<file path="src/rtl/adc_clock_scheduler.sv">
`default_nettype none
// ============================================================================
// Module   : adc_clock_scheduler
// Purpose  : Runtime-programmable ADC sample-clock generator. Divides clock_in
//            by a software-selected divisor. Start, stop and divisor changes
//            take effect only on full-period boundaries, so clock_out never
//            produces a runt pulse or glitch.
// Ports    : clock_in      - fabric clock, all logic on rising edge
//            reset_n       - synchronous active-low reset
//            enable        - 1 = generate clock, 0 = stop at next period end
//            div_value     - requested divisor
//            div_valid     - divisor request valid
//            div_ready     - a divisor request can be accepted
//            div_error     - 1-cycle pulse, request below MIN_DIV rejected
//            clock_out     - divided clock, registered
//            active        - high whenever the scheduler is not stopped
//            period_strobe - 1-cycle pulse at each period terminal count
//            current_div   - divisor currently in effect
// Revision : 1.0 - initial release
// ============================================================================
module adc_clock_scheduler #(
    parameter int CNT_W       = 28,
    parameter int DEFAULT_DIV = 50_000_000,
    parameter int MIN_DIV     = 2
) (
    input  logic             clock_in,
    input  logic             reset_n,
    input  logic             enable,
    input  logic [CNT_W-1:0] div_value,
    input  logic             div_valid,
    output logic             div_ready,
    output logic             div_error,
    output logic             clock_out,
    output logic             active,
    output logic             period_strobe,
    output logic [CNT_W-1:0] current_div
);

    localparam logic [CNT_W-1:0] c_ONE         = CNT_W'(1);
    localparam logic [CNT_W-1:0] c_MIN_DIV     = CNT_W'(MIN_DIV);
    localparam logic [CNT_W-1:0] c_DEFAULT_DIV = CNT_W'(DEFAULT_DIV);

    typedef enum logic [1:0] {
        ST_STOP     = 2'd0,
        ST_RUN      = 2'd1,
        ST_STOPPING = 2'd2
    } state_t;

    state_t           r_state;
    state_t           w_state_next;
    logic [CNT_W-1:0] r_counter;
    logic [CNT_W-1:0] r_current_div;
    logic [CNT_W-1:0] r_pending;
    logic             r_pending_full;
    logic             r_clock_out;
    logic             r_div_error;

    logic             w_counting;
    logic             w_tc;
    logic             w_accept;
    logic             w_reject;
    logic             w_apply;
    logic [CNT_W-1:0] w_half;

    assign w_counting = (r_state != ST_STOP);
    assign w_tc       = w_counting && (r_counter == (r_current_div - c_ONE));
    assign w_half     = r_current_div >> 1;

    // A request is only taken while the single pending slot is empty.
    assign w_accept = div_valid && !r_pending_full;
    assign w_reject = w_accept && (div_value < c_MIN_DIV);

    // Pending divisor goes live immediately when stopped, otherwise only on
    // the terminal count so the old period (including its low phase) finishes.
    // Because the slot fills on an edge, a request taken during a TC cycle
    // is not visible until the following TC.
    assign w_apply = r_pending_full && (!w_counting || w_tc);

    always_ff @(posedge clock_in) begin
        if (!reset_n) begin
            r_state <= ST_STOP;
        end else begin
            r_state <= w_state_next;
        end
    end

    always_comb begin
        w_state_next = r_state;
        case (r_state)
            ST_STOP: begin
                if (enable) begin
                    w_state_next = ST_RUN;
                end
            end
            ST_RUN: begin
                // Dropping enable on the final cycle of a period ends it there.
                if (!enable) begin
                    w_state_next = w_tc ? ST_STOP : ST_STOPPING;
                end
            end
            ST_STOPPING: begin
                if (enable) begin
                    w_state_next = ST_RUN;
                end else if (w_tc) begin
                    w_state_next = ST_STOP;
                end
            end
            default: begin
                w_state_next = ST_STOP;
            end
        endcase
    end

    always_ff @(posedge clock_in) begin
        if (!reset_n) begin
            r_counter      <= '0;
            r_current_div  <= c_DEFAULT_DIV;
            r_pending      <= '0;
            r_pending_full <= 1'b0;
            r_clock_out    <= 1'b0;
            r_div_error    <= 1'b0;
        end else begin
            r_div_error <= w_reject;

            // Accept and apply are mutually exclusive: accept needs an empty
            // slot, apply needs a full one.
            if (w_accept && !w_reject) begin
                r_pending      <= div_value;
                r_pending_full <= 1'b1;
            end else if (w_apply) begin
                r_current_div  <= r_pending;
                r_pending_full <= 1'b0;
            end

            if (!w_counting || w_tc) begin
                r_counter <= '0;
            end else begin
                r_counter <= r_counter + c_ONE;
            end

            // One cycle behind the counter: high for floor(div/2) cycles.
            r_clock_out <= w_counting && (r_counter < w_half);
        end
    end

    assign div_ready     = !r_pending_full;
    assign div_error     = r_div_error;
    assign clock_out     = r_clock_out;
    assign active        = w_counting;
    assign period_strobe = w_tc;
    assign current_div   = r_current_div;

endmodule
`default_nettype wire

</file>
<file path="config.mk">
export PLATFORM = sky130hd
export DESIGN_NAME = adc_clock_scheduler
export DESIGN_NICKNAME = d
export VERILOG_FILES = /design/src/rtl/adc_clock_scheduler.sv
export SDC_FILE = /design/constraint.sdc
export NUM_CORES = 1
export LEC_CHECK = 0
export ABC_AREA = 1
export CAP_MARGIN = 20
export CELL_PAD_IN_SITES_DETAIL_PLACEMENT = 0
export CELL_PAD_IN_SITES_GLOBAL_PLACEMENT = 1
export CORE_MARGIN = 1
export CORE_UTILIZATION = 25
export DETAILED_ROUTE_END_ITERATION = 6
export GPL_ROUTABILITY_DRIVEN = 0
export PLACE_DENSITY_LB_ADDON = 0.2
export RECOVER_POWER = 50
export SYNTH_ARGS = -nofsm -noshare
export SYNTH_HDL_FRONTEND = slang
export SYNTH_SLANG_ARGS = --single-unit
export TNS_END_PERCENT = 100
</file>
<file path="constraint.sdc">
create_clock -name clock_in -period 2.8 [get_ports clock_in]
set_input_delay 0.56 -clock clock_in [delete_from_list [all_inputs] [get_ports clock_in]]
set_output_delay 0.56 -clock clock_in [all_outputs]
set_load 0.02 [all_outputs]
</file>
==> results of run 1 <==
## synthesized netlist by cell type (14+ instances only)
cell type and number:
sky130_fd_sc_hd__o21ai_0 36, sky130_fd_sc_hd__ha_1 28, sky130_fd_sc_hd__inv_1 101, sky130_fd_sc_hd__nand4_1 20, sky130_fd_sc_hd__nor2_1 129, sky130_fd_sc_hd__nand2_1 180, sky130_fd_sc_hd__a21oi_1 50, sky130_fd_sc_hd__clkbuf_1 16
sky130_fd_sc_hd__dfxtp_1 89, sky130_fd_sc_hd__nand3_1 74, sky130_fd_sc_hd__nor3_1 14, sky130_fd_sc_hd__xor2_1 16
## worst max-delay path by stage
stage	start	endpoint	slack (ns)
after floorplan	current_div[0]	period_strobe	0.14
after global placement	current_div[0]	period_strobe	-0.32
after detailed placement	current_div[0]	period_strobe	-0.33
after CTS	current_div[0]	period_strobe	-0.1
after global routing	current_div[6]	period_strobe	-0.22
final	current_div[7]	period_strobe	-0.06
## layer usage
| layer | up-vias | track usage |
|---|---|---|
| li1 | 3030 | - |
| met3 | 16 | 0.0220 |
| met1 | 2473 | 0.231 |
| met2 | 95 | 0.258 |
| met5 | - | 0 |
| met4 | 0 | 0.0530 |
## registers in the layout, indices dropped and copies added, names as in the netlist
name / flops
r_counter: 28
current_div: 28
r_pending_full: 1
clock_out: 1
div_error: 1
r_pending: 28
r_state: 2
## through the flow
step / cells / setup WS (ns) / setup TNS [ns] / hold WS [ns] / power, mW
floorplan: 833 / 0.137 / 0 / 0.430 / 1.84
detailed placement: 1253 / -0.333 / -0.333 / 0.453 / 2.20
global placement: 1253 / -0.323 / -0.323 / 0.446 / 2.20
global route: 1274 / -0.223 / -0.243 / 0.497 / 3.70
finish: 1274 / -0.0647 / -0.0647 / 0.458 / 3.50
CTS: 1272 / -0.0998 / -0.0998 / 0.463 / 3.53
## kinds of logic after synthesis
logic type      count (synthesis)
flops                          89
buf+inv                       134
compound gates                103
fa+ha+maj                      28
simple gates                  453
xor+xnor                       26
## cell type report
class | instances | area, um^2 | area share
Clock buffer | 9 | 225 | 0.0296
Tap cell | 275 | 344 | 0.0452
Sequential cell | 89 | 1790 | 0.235
Clock inverter | 7 | 77.6 | 0.0102
Timing Repair Buffer | 178 | 1540 | 0.202
Inverter | 106 | 398 | 0.0523
Multi-Input combinational cell | 610 | 3240 | 0.426
## report_power, final
part	internal [mW]	switching (mW)	total, mW
clock	0.703	0.587	1.29
sequential	1.34	0.0509	1.39
combinational	0.366	0.455	0.821
total	2.40	1.09	3.50
## critical path: stages (launching register included)
cell and delay [ns]:
sky130_fd_sc_hd__dfxtp_1 0.33, sky130_fd_sc_hd__buf_4 0.17, sky130_fd_sc_hd__nor2_4 0.12, sky130_fd_sc_hd__nand2_2 0.09, sky130_fd_sc_hd__nor2_4 0.19, sky130_fd_sc_hd__buf_4 0.15
sky130_fd_sc_hd__nand3_1 0.06, sky130_fd_sc_hd__nand2_1 0.08, sky130_fd_sc_hd__nand2_1 0.05, sky130_fd_sc_hd__nand2_1 0.07, sky130_fd_sc_hd__nand2_1 0.07, sky130_fd_sc_hd__inv_2 0.04
sky130_fd_sc_hd__nand2_1 0.03, sky130_fd_sc_hd__nor2_1 0.12, sky130_fd_sc_hd__nand3_2 0.13, sky130_fd_sc_hd__nor2_1 0.12, sky130_fd_sc_hd__buf_4 0.15
## timing repair
item                       in CTS  in global routing
setup endpoints to repair       1                 40
pin swaps                       9                 15
buffers inserted                3                  1
hold endpoints to repair        0                  0
cloned                          0                  1
resized for setup              26                 20
==> qor.tcl, run 1 <==
set qor(length_of_the_first_detailed_routing_pass_in_iterations) 5
set qor(grt_pass1_vias) 5461
set qor(postSynthRegisterBits) 89
set qor(wl_met3_um) 565
set qor(cts.htree.levels) 3
set qor(drv_cap) 0
set qor(synthesis.area_per_instance_um2) 6.55
set qor(cellPowerDensity_nw_per_um2) 459
set qor(period_needed_ns) 2.86
set qor(data_arrival_critical_path_ns) 2.30
set qor(synth_ff_type) {sky130_fd_sc_hd__dfxtp_1}
set qor(worst-slew-pin-transition_ns) 1.43
set qor(i_o_buffers) 64
set qor(status) {complete, but fails checks}
set qor(worst_setup_path_end_kind) {primary output}
set qor(hold_path_startpoint) {r_pending[4]}
set qor(crit_path_start_kind) {flop}
set qor(worstPathRequired_ns) 2.24
set qor(drt_iter0_markers) 268
set qor(power.leakage_nw) 3.35
set qor(dieArea_um2) 22400
set qor(synth_top_family_by_area) {simple AND/OR/NAND/NOR gates}
set qor(hold-path-endpoint) {r_pending[4]}
set qor(floorplan.rows) 53
set qor(timing.max_slew.rel_slack) 0.0475
set qor(finalHoldViolCount) 0
set qor(synthesis.instances) 833
set qor(library_cell_occupying_the_most_area_in_the_post_synthesis_netlist) {sky130_fd_sc_hd__dfxtp_1}
set qor(insertion_delay_ns) 0.36
set qor(finish.net_count) 1054
set qor(slew_violations) 0
set qor(post_synth_and_or_nand_nor_area_fraction) 0.366
set qor(cts_made_buffers) 9
set qor(violations) {setup timing}
set qor(min_path_type) {reg2reg}
set qor(post-route-cell-area_um2) 7610
set qor(async_reset_ff_frac) 0
set qor(pin_count) 65
set qor(final_worst_path_setup_slack_ns) -0.0647
set qor(routed_via_density) 4.41
set qor(layout.core_utilization) 0.359
set qor(numClockSinks) 89
set qor(synth.area.mux_share) 0
set qor(place_hpwl_um) 14000
set qor(fin_crit_sh) 1.02
set qor(post_synthesis_xor_xnor_area_fraction) 0.0417
set qor(groute.usage.overall) 0.164
set qor(rr_worst_depth) 20
set qor(tritoncts) {built}
set qor(clk_path_buf_depth) 2
set qor(die_height_um) 150
set qor(grt_first_pass_wirelength_um) 28300
set qor(hold_depth) 2
set qor(yosys-top-cells-area) {sky130_fd_sc_hd__dfxtp_1 (33%), sky130_fd_sc_hd__nand2_1 (12%), sky130_fd_sc_hd__nor2_1 (8.9%)}
set qor(layout.cells.most_common_list) {sky130_fd_sc_hd__nand2_1 (174), sky130_fd_sc_hd__nor2_1 (118), sky130_fd_sc_hd__buf_4 (104), sky130_fd_sc_hd__inv_1 (99), sky130_fd_sc_hd__dfxtp_1 (83)}
set qor(initial_utilization) 0.257
set qor(synth_fa_ha_area_frac) 0.0642
set qor(synth_compound_gate_area_share) 0.101
set qor(area.growth.synth_to_final_pct) 39.5
set qor(wl_met2_um) 7650
set qor(drt-met1-wl_um) 8860
set qor(grt_setup_unrepaired) {true}
set qor(cp_max_fo) 5
set qor(drt.antenna.violating_nets) 0
set qor(netlist_area_um2) 5460
set qor(postRouteWirelength_um) 17300
set qor(ir_worst_vdd_v) 0.000289
set qor(setup_viols_final) 1
set qor(ys_seq_area_frac) 0.327
set qor(die_width_um) 150
set qor(detail_route.drc_violations) 0
set qor(synth_nets) 893
set qor(core_area_um2) 21200
set qor(cts.hold.buffers_added) 0
set qor(clk_slew_on_worst_s_h_paths_ns) 0.07
set qor(fin_worst_skew_ns) 0.0123
set qor(grt_antenna_before_repair) 0
set qor(grt_start_max_net_pins) 46
set qor(num_vias) 5614
set qor(crit_type) {reg2out}
set qor(post-synth-top-area-fraction) 0.327
set qor(clk_root_buffer_cell) {sky130_fd_sc_hd__clkbuf_16}
set qor(mostFrequentLayoutCell) {sky130_fd_sc_hd__nand2_1}
set qor(detail_route.wl_per_cell_um) 13.6
set qor(yosys_warnings) 0
set qor(placed_cell_area_um2) 7130
set qor(globalRouteOverflowTotal) 0
set qor(r2r_setup_slack_ns) 0.18
set qor(r2r_start) {current_div[7]}
set qor(antennaDiodeCount) 0
set qor(max_freq_mhz) 349
set qor(fillerInstances) 2361
set qor(top_metal_layer_carrying_routed_signals) {met4}
set qor(critical_path.reg2reg.endpoint) {r_counter[14]}
set qor(drive_gt1_frac) 0.175
set qor(ys_types) 39
set qor(synth-edff-count) 0
Power figures use the tool's default switching activity.
==> inputs of run 2 (changes only) <==
--- a/config.mk
+++ b/config.mk
@@ -9,12 +9,14 @@
 export CAP_MARGIN = 20
 export CELL_PAD_IN_SITES_DETAIL_PLACEMENT = 0
 export CELL_PAD_IN_SITES_GLOBAL_PLACEMENT = 1
+export CORE_ASPECT_RATIO = 1.1
 export CORE_MARGIN = 1
 export CORE_UTILIZATION = 25
 export DETAILED_ROUTE_END_ITERATION = 6
-export GPL_ROUTABILITY_DRIVEN = 0
+export GPL_ROUTABILITY_DRIVEN = 1
 export PLACE_DENSITY_LB_ADDON = 0.2
 export RECOVER_POWER = 50
+export SLEW_MARGIN = 40
 export SYNTH_ARGS = -nofsm -noshare
 export SYNTH_HDL_FRONTEND = slang
 export SYNTH_SLANG_ARGS = --single-unit
==> run 2 against run 1 <==
  * The run still ends with setup timing left
  * Non-clock buffer count decreased by 2
  * Wire length increased by 0.37%
  * Core utilization decreased by 0.082 points
  * Combinational power decreased by 2%
  * First-iteration DRC count decreased by 35%
  * Clock skew decreased by 0.00069 ns
  * Cell count increased by 1.1%
  * Maximum frequency increased by 2.1%
==> qor.tcl, run 2 (same netlist as run 1, synthesis figures left out) <==
set qor(rr_worst_depth) 19 ;# -5.0%
set qor(insertion_delay_ns) 0.36 ;# about the same
set qor(fin_worst_skew_ns) 0.0116 ;# -0.000690 ns
set qor(r2r_setup_slack_ns) 0.27 ;# +0.09 ns
set qor(numClockSinks) 89 ;# unchanged
set qor(data_arrival_critical_path_ns) 2.25 ;# -0.05 ns
set qor(i_o_buffers) 64 ;# unchanged
set qor(cellPowerDensity_nw_per_um2) 459 ;# -0.14%
set qor(timing.critical_path.buf_inv) 2 ;# -2
set qor(stdcell_count) 1288 ;# +1.1%
set qor(violations) {setup timing}
set qor(cp_max_fo) 6 ;# +1
set qor(total_area_of_multi_input_combinational_cells_um2) 3270 ;# +0.96%
set qor(groute.usage.overall) 0.167 ;# +0.00259
set qor(dieArea_um2) 22400 ;# about the same
set qor(clock_power_share) 0.375 ;# +0.006
set qor(dpl.cell_count) 1266 ;# +1.0%
set qor(crit_path_start_kind) {flop}
set qor(worst_setup_path_end_kind) {primary output}
set qor(place_ws_ns) -0.330 ;# +0.00283 ns
set qor(grt_pass1_vias) 5515 ;# +0.99%
set qor(pin_count) 65 ;# unchanged
set qor(drv_cap) 0 ;# unchanged
set qor(routed_via_density) 4.38 ;# -0.72%
set qor(worstPathRequired_ns) 2.24 ;# about the same
set qor(antennaDiodeCount) 0 ;# unchanged
set qor(max_stage_delay_ns) 0.34 ;# about the same
set qor(slew_violations) 0 ;# unchanged
set qor(timing.max_slew.rel_slack) 0.0117 ;# -0.0357
set qor(status) {complete, but fails checks}
set qor(critPathTopFamily) {simple AND/OR/NAND/NOR gates}
set qor(die_height_um) 157 ;# +4.8%
set qor(finish.net_count) 1053 ;# -0.095%
set qor(layout.core_utilization) 0.358 ;# -0.000822
set qor(detail_route.wl_per_cell_um) 13.5 ;# -0.72%
set qor(fin_crit_sh) 1.00 ;# -0.0208
set qor(postRouteWirelength_um) 17400 ;# +0.37%
set qor(power.sequential.fraction) 0.395 ;# -0.002
set qor(power.share.combinational) 0.230 ;# -0.005
set qor(p_sw_frac) 0.316 ;# +0.00365
set qor(cts_made_buffers) 9 ;# unchanged
set qor(clk_slew_on_worst_s_h_paths_ns) 0.07 ;# about the same
set qor(tritoncts) {built}
set qor(grt_setup_unrepaired) {true}
set qor(fillerInstances) 2357 ;# -0.17%
set qor(cp_cell_sequence) {inv_2 -> ha_4 -> nand2_2 -> nor2_4 -> nand2_2 -> nor2_4 -> nand2_1 -> nand2_1 -> nand2_1 -> nand2_1 -> o21ai_0 -> nor2_1 -> nand3_2 -> nor2_1 -> buf_4}
set qor(crit_type) {reg2out}
set qor(finalHoldViolCount) 0 ;# unchanged
set qor(initial_utilization) 0.255 ;# -0.00181
set qor(grt_start_max_net_pins) 46 ;# unchanged
set qor(final_worst_path_setup_slack_ns) -0.00656 ;# +0.0581 ns
set qor(ir_worst_vdd_v) 0.000350 ;# +21%
set qor(worst-slew-pin-transition_ns) 1.48 ;# +0.0536 ns
set qor(floorplan.rows) 56 ;# +5.7%
set qor(hold-path-endpoint) {r_pending[9]}
set qor(area.growth.synth_to_final_pct) 40.2
set qor(timing.critical_path.mode_cell) {sky130_fd_sc_hd__nand2_1}
set qor(grt_first_pass_wirelength_um) 28600 ;# +1.1%
set qor(storage_element_area_um2) 1800 ;# +0.42%
set qor(clk_path_buf_depth) 2 ;# unchanged
set qor(drive_gt1_frac) 0.186 ;# +0.0112
set qor(setup_viols_final) 1 ;# unchanged
set qor(length_of_the_first_detailed_routing_pass_in_iterations) 4 ;# -1
set qor(mostFrequentLayoutCell) {sky130_fd_sc_hd__nand2_1}
set qor(cpMaxStageDelayCell) {sky130_fd_sc_hd__dfxtp_2}
set qor(detail_route.drc_violations) 0 ;# unchanged
set qor(min_path_type) {reg2reg}
set qor(power.leakage_nw) 3.32 ;# -0.80%
set qor(core_area_um2) 21400 ;# +0.71%
set qor(die_width_um) 143 ;# -4.6%
set qor(place_hpwl_um) 14200 ;# +1.6%
set qor(layout.cells.most_common_list) {sky130_fd_sc_hd__nand2_1 (171), sky130_fd_sc_hd__nor2_1 (113), sky130_fd_sc_hd__buf_4 (103), sky130_fd_sc_hd__inv_1 (98), sky130_fd_sc_hd__dfxtp_1 (81)}
set qor(hold_path_startpoint) {r_pending[9]}
set qor(power.switching_mw) 1.11 ;# +1.5%
set qor(grt_antenna_before_repair) 0 ;# unchanged
set qor(drt_iter0_markers) 173 ;# -35%
set qor(globalRouteOverflowTotal) 0 ;# unchanged
set qor(setup_total_negative_slack_ns) -0.00656 ;# +0.0581 ns
set qor(hold_depth) 2 ;# unchanged
set qor(drt.antenna.violating_nets) 0 ;# unchanged
set qor(power_report.internal_total_mw) 2.40 ;# -0.19%
set qor(num_vias) 5635 ;# +0.37%
set qor(cts.htree.levels) 3 ;# unchanged
set qor(period_needed_ns) 2.81 ;# -0.0581 ns
set qor(critical_path.reg2reg.endpoint) {r_counter[24]}
set qor(clk_root_buffer_cell) {sky130_fd_sc_hd__clkbuf_16}
set qor(gp_congestion) 0.832
set qor(r2r_start) {current_div[1]}
set qor(max_freq_mhz) 356 ;# +2.1%
[run 2: cell types whose count changed in the layout (fill, tap and decap cells not counted), sizes merged]
cell           before  now
clkinvlp            0    2
dlygate4sd3        32   33
nor2              137  138
clkdlybuf4s50      30   29
clkbuf             16   14
inv               106  105
clkinv              6    5
[run 2: how the worst max path moves through the flow]
stage,startpoint,endpoint,slack [ns],cells past startpoint
after CTS,current_div[1],period_strobe,-0.05,17
after global routing,current_div[2],period_strobe,-0.17,15
after floorplan,current_div[0],period_strobe,0.14,14
after global placement,current_div[8],period_strobe,-0.31,15
final,current_div[1],period_strobe,-0.007,15
after detailed placement,current_div[0],period_strobe,-0.33,15
[run 2: through the flow]
step | cell area, um^2 | hold slack [ns] | total power, mW
final | 7650 | 0.459 | 3.51
after global routing | 7650 | 0.480 | 3.71
after CTS | 7580 | 0.462 | 3.57
after detailed placement | 7150 | 0.452 | 2.20
after global placement | 7150 | 0.443 | 2.19
after floorplan | 5460 | 0.430 | 1.84
[run 2: final cells by class]
class | instances | area share
Clock buffer | 9 | 0.0294
Clock inverter | 7 | 0.0118
Inverter | 106 | 0.0520
Multi-Input combinational cell | 611 | 0.428
Sequential cell | 89 | 0.235
Tap cell | 290 | 0.0474
Timing Repair Buffer | 176 | 0.196
[run 2: power by group through the flow]
stage / Sequential, mW / Clock (mW) / Combinational (mW)
after global placement: 1.41 / 0 / 0.786
final: 1.39 / 1.32 / 0.808
after CTS: 1.39 / 1.36 / 0.824
after floorplan: 1.46 / 0 / 0.379
after detailed placement: 1.41 / 0 / 0.784
after global routing: 1.40 / 1.41 / 0.909
[run 2: what timing repair did]
item / 4_1_cts / 5_1_grt
pin swaps: 23 / 13
endpoints found under the setup margin: 1 / 5
buffers inserted: 2 / 3
hold buffers: 0 / 0
resized for setup: 43 / 19
cloned: 1 / 0
[run 2: worst reg2reg max path: cells and delay by family, from the launching register on]
family,cells,cell delay [ns]
buffers and inverters,5,0.83
DFF,1,0.34
and+or+nand+nor,14,1.32
[run 2: layer usage]
| layer | routed length (um) | track usage |
|---|---|---|
| met5 | 0 | 0 |
| met4 | 268 | 0.0579 |
| met3 | 466 | 0.0192 |
| met2 | 8060 | 0.279 |
| met1 | 8610 | 0.221 |
==> inputs of run 3 (changes only) <==
--- a/config.mk
+++ b/config.mk
@@ -11,12 +11,12 @@
 export CELL_PAD_IN_SITES_GLOBAL_PLACEMENT = 1
 export CORE_ASPECT_RATIO = 1.1
 export CORE_MARGIN = 1
-export CORE_UTILIZATION = 25
+export CORE_UTILIZATION = 40
 export DETAILED_ROUTE_END_ITERATION = 6
 export GPL_ROUTABILITY_DRIVEN = 1
 export PLACE_DENSITY_LB_ADDON = 0.2
 export RECOVER_POWER = 50
-export SLEW_MARGIN = 40
+export SKIP_LAST_GASP = 1
 export SYNTH_ARGS = -nofsm -noshare
 export SYNTH_HDL_FRONTEND = slang
 export SYNTH_SLANG_ARGS = --single-unit
==> run 3 against run 2 <==
  * The run still ends with setup timing left
  * Maximum frequency decreased by 0.74%
  * Via count increased by 1.8%
  * Non-clock buffer count decreased by 4
  * Critical path type unchanged
  * Clock skew decreased by 0.0030 ns
  * Largest power group unchanged
==> qor.tcl, run 3 (same netlist as run 1, synthesis figures left out) <==
set qor(postRouteWirelength_um) 16100 ;# -7.5%
set qor(worst-slew-pin-transition_ns) 1.43 ;# -0.0540 ns
set qor(grt_first_pass_wirelength_um) 26400 ;# -7.7%
set qor(cp_max_fo) 6 ;# unchanged
set qor(timing.max_slew.rel_slack) 0.0477 ;# +0.0360
set qor(slew_violations) 0 ;# unchanged
set qor(clk_slew_on_worst_s_h_paths_ns) 0.06 ;# about the same
set qor(numClockSinks) 89 ;# unchanged
set qor(cellPowerDensity_nw_per_um2) 465 ;# +1.3%
set qor(cts.htree.levels) 3 ;# unchanged
set qor(total_area_of_multi_input_combinational_cells_um2) 3230 ;# -1.3%
set qor(worst_setup_path_end_kind) {primary output}
set qor(stdcell_count) 1178 ;# -8.5%
set qor(finish.net_count) 1049 ;# -0.38%
set qor(drt_iter0_markers) 276 ;# +60%
set qor(power.share.combinational) 0.233 ;# +0.003
set qor(status) {complete, but fails checks}
set qor(clock_power_share) 0.366 ;# -0.009
set qor(groute.usage.overall) 0.237 ;# +0.0705
set qor(layout.cells.most_common_list) {sky130_fd_sc_hd__nand2_1 (174), sky130_fd_sc_hd__nor2_1 (116), sky130_fd_sc_hd__buf_4 (100), sky130_fd_sc_hd__inv_1 (99), sky130_fd_sc_hd__dfxtp_1 (83)}
set qor(placed_cell_area_um2) 6980 ;# -2.4%
set qor(detail_route.wl_per_cell_um) 13.7 ;# +1.2%
set qor(power.sequential.fraction) 0.402 ;# +0.007
set qor(finalHoldViolCount) 0 ;# unchanged
set qor(num_vias) 5734 ;# +1.8%
set qor(floorplan.rows) 44 ;# -21%
set qor(crit_path_start_kind) {flop}
set qor(power.switching_mw) 1.06 ;# -4.5%
set qor(fin_worst_skew_ns) 0.00861 ;# -0.00296 ns
set qor(crit_type) {reg2out}
set qor(i_o_buffers) 64 ;# unchanged
set qor(max_freq_mhz) 354 ;# -0.74%
set qor(area.growth.synth_to_final_pct) 36.2
set qor(die_height_um) 124 ;# -21%
set qor(tritoncts) {built}
set qor(period_needed_ns) 2.83 ;# +0.0210 ns
set qor(grt_antenna_before_repair) 0 ;# unchanged
set qor(ir_worst_vdd_v) 0.000391 ;# +12%
set qor(die_width_um) 113 ;# -21%
set qor(storage_element_area_um2) 1790 ;# -0.42%
set qor(drt.antenna.violating_nets) 0 ;# unchanged
set qor(p_sw_frac) 0.307 ;# -0.00940
set qor(clk_path_buf_depth) 2 ;# unchanged
set qor(grt_pass1_vias) 5396 ;# -2.2%
set qor(mostFrequentLayoutCell) {sky130_fd_sc_hd__nand2_1}
set qor(pin_count) 65 ;# unchanged
set qor(grt_setup_unrepaired) {true}
set qor(routed_via_density) 4.87 ;# +11%
set qor(violations) {setup timing}
set qor(dieArea_um2) 14100 ;# -37%
set qor(final_worst_path_setup_slack_ns) -0.0276 ;# -0.0210 ns
set qor(globalRouteOverflowTotal) 0 ;# unchanged
set qor(grt_start_max_net_pins) 46 ;# unchanged
set qor(core_area_um2) 13300 ;# -38%
set qor(detail_route.drc_violations) 0 ;# unchanged
set qor(fin_crit_sh) 1.01 ;# +0.00750
set qor(worstPathRequired_ns) 2.24 ;# about the same
set qor(gp_congestion) 0.859 ;# +3.3%
set qor(place_hpwl_um) 12900 ;# -9.3%
set qor(cts_made_buffers) 9 ;# unchanged
set qor(drv_cap) 0 ;# unchanged
set qor(initial_utilization) 0.411 ;# +0.156
set qor(fillerInstances) 1317 ;# -44%
set qor(clk_root_buffer_cell) {sky130_fd_sc_hd__clkbuf_16}
set qor(min_path_type) {reg2reg}
set qor(drive_gt1_frac) 0.172 ;# -0.0143
set qor(antennaDiodeCount) 0 ;# unchanged
set qor(setup_total_negative_slack_ns) -0.0276 ;# -0.0210 ns
set qor(cts.hold.buffers_added) 0 ;# unchanged
set qor(setup_viols_final) 1 ;# unchanged
set qor(insertion_delay_ns) 0.36 ;# about the same
set qor(data_arrival_critical_path_ns) 2.27 ;# +0.02 ns
set qor(power_report.internal_total_mw) 2.39 ;# -0.25%
set qor(post-route-cell-area_um2) 7430 ;# -2.9%
set qor(power.leakage_nw) 3.30 ;# -0.60%
set qor(dpl.cell_count) 1155 ;# -8.8%
set qor(length_of_the_first_detailed_routing_pass_in_iterations) 5 ;# +1
-- run 3: changes by cell type in the layout (fill, tap and decap cells not counted), sizes merged --
cell	before	now
clkinv	5	7
clkinvlp	2	0
buf	109	104
clkbuf	14	15
-- run 3: repair_timing --
| action | CTS | global route |
|---|---|---|
| cloned | 1 | 1 |
| resized for setup | 24 | 20 |
| buffers inserted | 4 | 1 |
| setup endpoints to repair | 1 | 25 |
| pin swaps | 9 | 7 |
-- run 3: layout make-up --
class,instances,share of cell area
Tap cell,184,0.0310
Clock inverter,7,0.0104
Timing Repair Buffer,172,0.199
Inverter,106,0.0535
Clock buffer,9,0.0303
Multi-Input combinational cell,611,0.435
Sequential cell,89,0.241
-- run 3: stage by stage --
stage	power, mW	utilization	hold WS [ns]	setup slack (ns)
2_1_floorplan	1.84	-	0.430	0.137
3_3_place_gp	2.18	0.526	0.443	-0.221
3_5_place_dp	2.19	0.526	0.451	-0.244
4_1_cts	3.48	0.555	0.460	-0.0747
5_1_grt	3.64	0.560	0.475	-0.208
6_report	3.45	0.560	0.457	-0.0276
-- run 3: final timing paths --
check	slack (ns)	to	depth (start not counted)	from
max	-0.03	period_strobe	16	current_div[1]
max reg2reg	0.22	current_div[7]	20	current_div[1]
min	0.46	r_pending[16]	2	r_pending[16]
min reg2reg	0.46	r_pending[16]	2	r_pending[16]
-- run 3: critical path, stage by stage (launching register included) --
cell and delay, ns:
sky130_fd_sc_hd__dfxtp_2 0.34, sky130_fd_sc_hd__inv_2 0.07, sky130_fd_sc_hd__ha_4 0.15, sky130_fd_sc_hd__nand2_4 0.06
sky130_fd_sc_hd__nor2_4 0.21, sky130_fd_sc_hd__buf_6 0.15, sky130_fd_sc_hd__nand2_1 0.06, sky130_fd_sc_hd__nand2_1 0.07
sky130_fd_sc_hd__nand2_1 0.05, sky130_fd_sc_hd__clkinv_1 0.05, sky130_fd_sc_hd__nand3_2 0.06, sky130_fd_sc_hd__nor2_2 0.10
sky130_fd_sc_hd__nand2_1 0.06, sky130_fd_sc_hd__nor2_2 0.12, sky130_fd_sc_hd__nand3_2 0.12, sky130_fd_sc_hd__nor2_2 0.13
sky130_fd_sc_hd__buf_6 0.12
-- run 3: metal layers --
| metal | up-vias | part of all wire | global-route usage |
|---|---|---|---|
| li1 | 3024 | - | - |
| met1 | 2585 | 0.47 | 0.314 |
| met2 | 101 | 0.47 | 0.394 |
| met3 | 24 | 0.038 | 0.0384 |
| met4 | 0 | 0.019 | 0.0712 |
| met5 | - | 0 | 0 |
-- run 3: power by group through the flow --
stage	Clock, mW	Combinational [mW]	Sequential, mW
2_1_floorplan	0	0.379	1.46
3_3_place_gp	0	0.769	1.41
3_5_place_dp	0	0.776	1.41
4_1_cts	1.29	0.806	1.39
5_1_grt	1.35	0.892	1.39
6_report	1.26	0.804	1.39
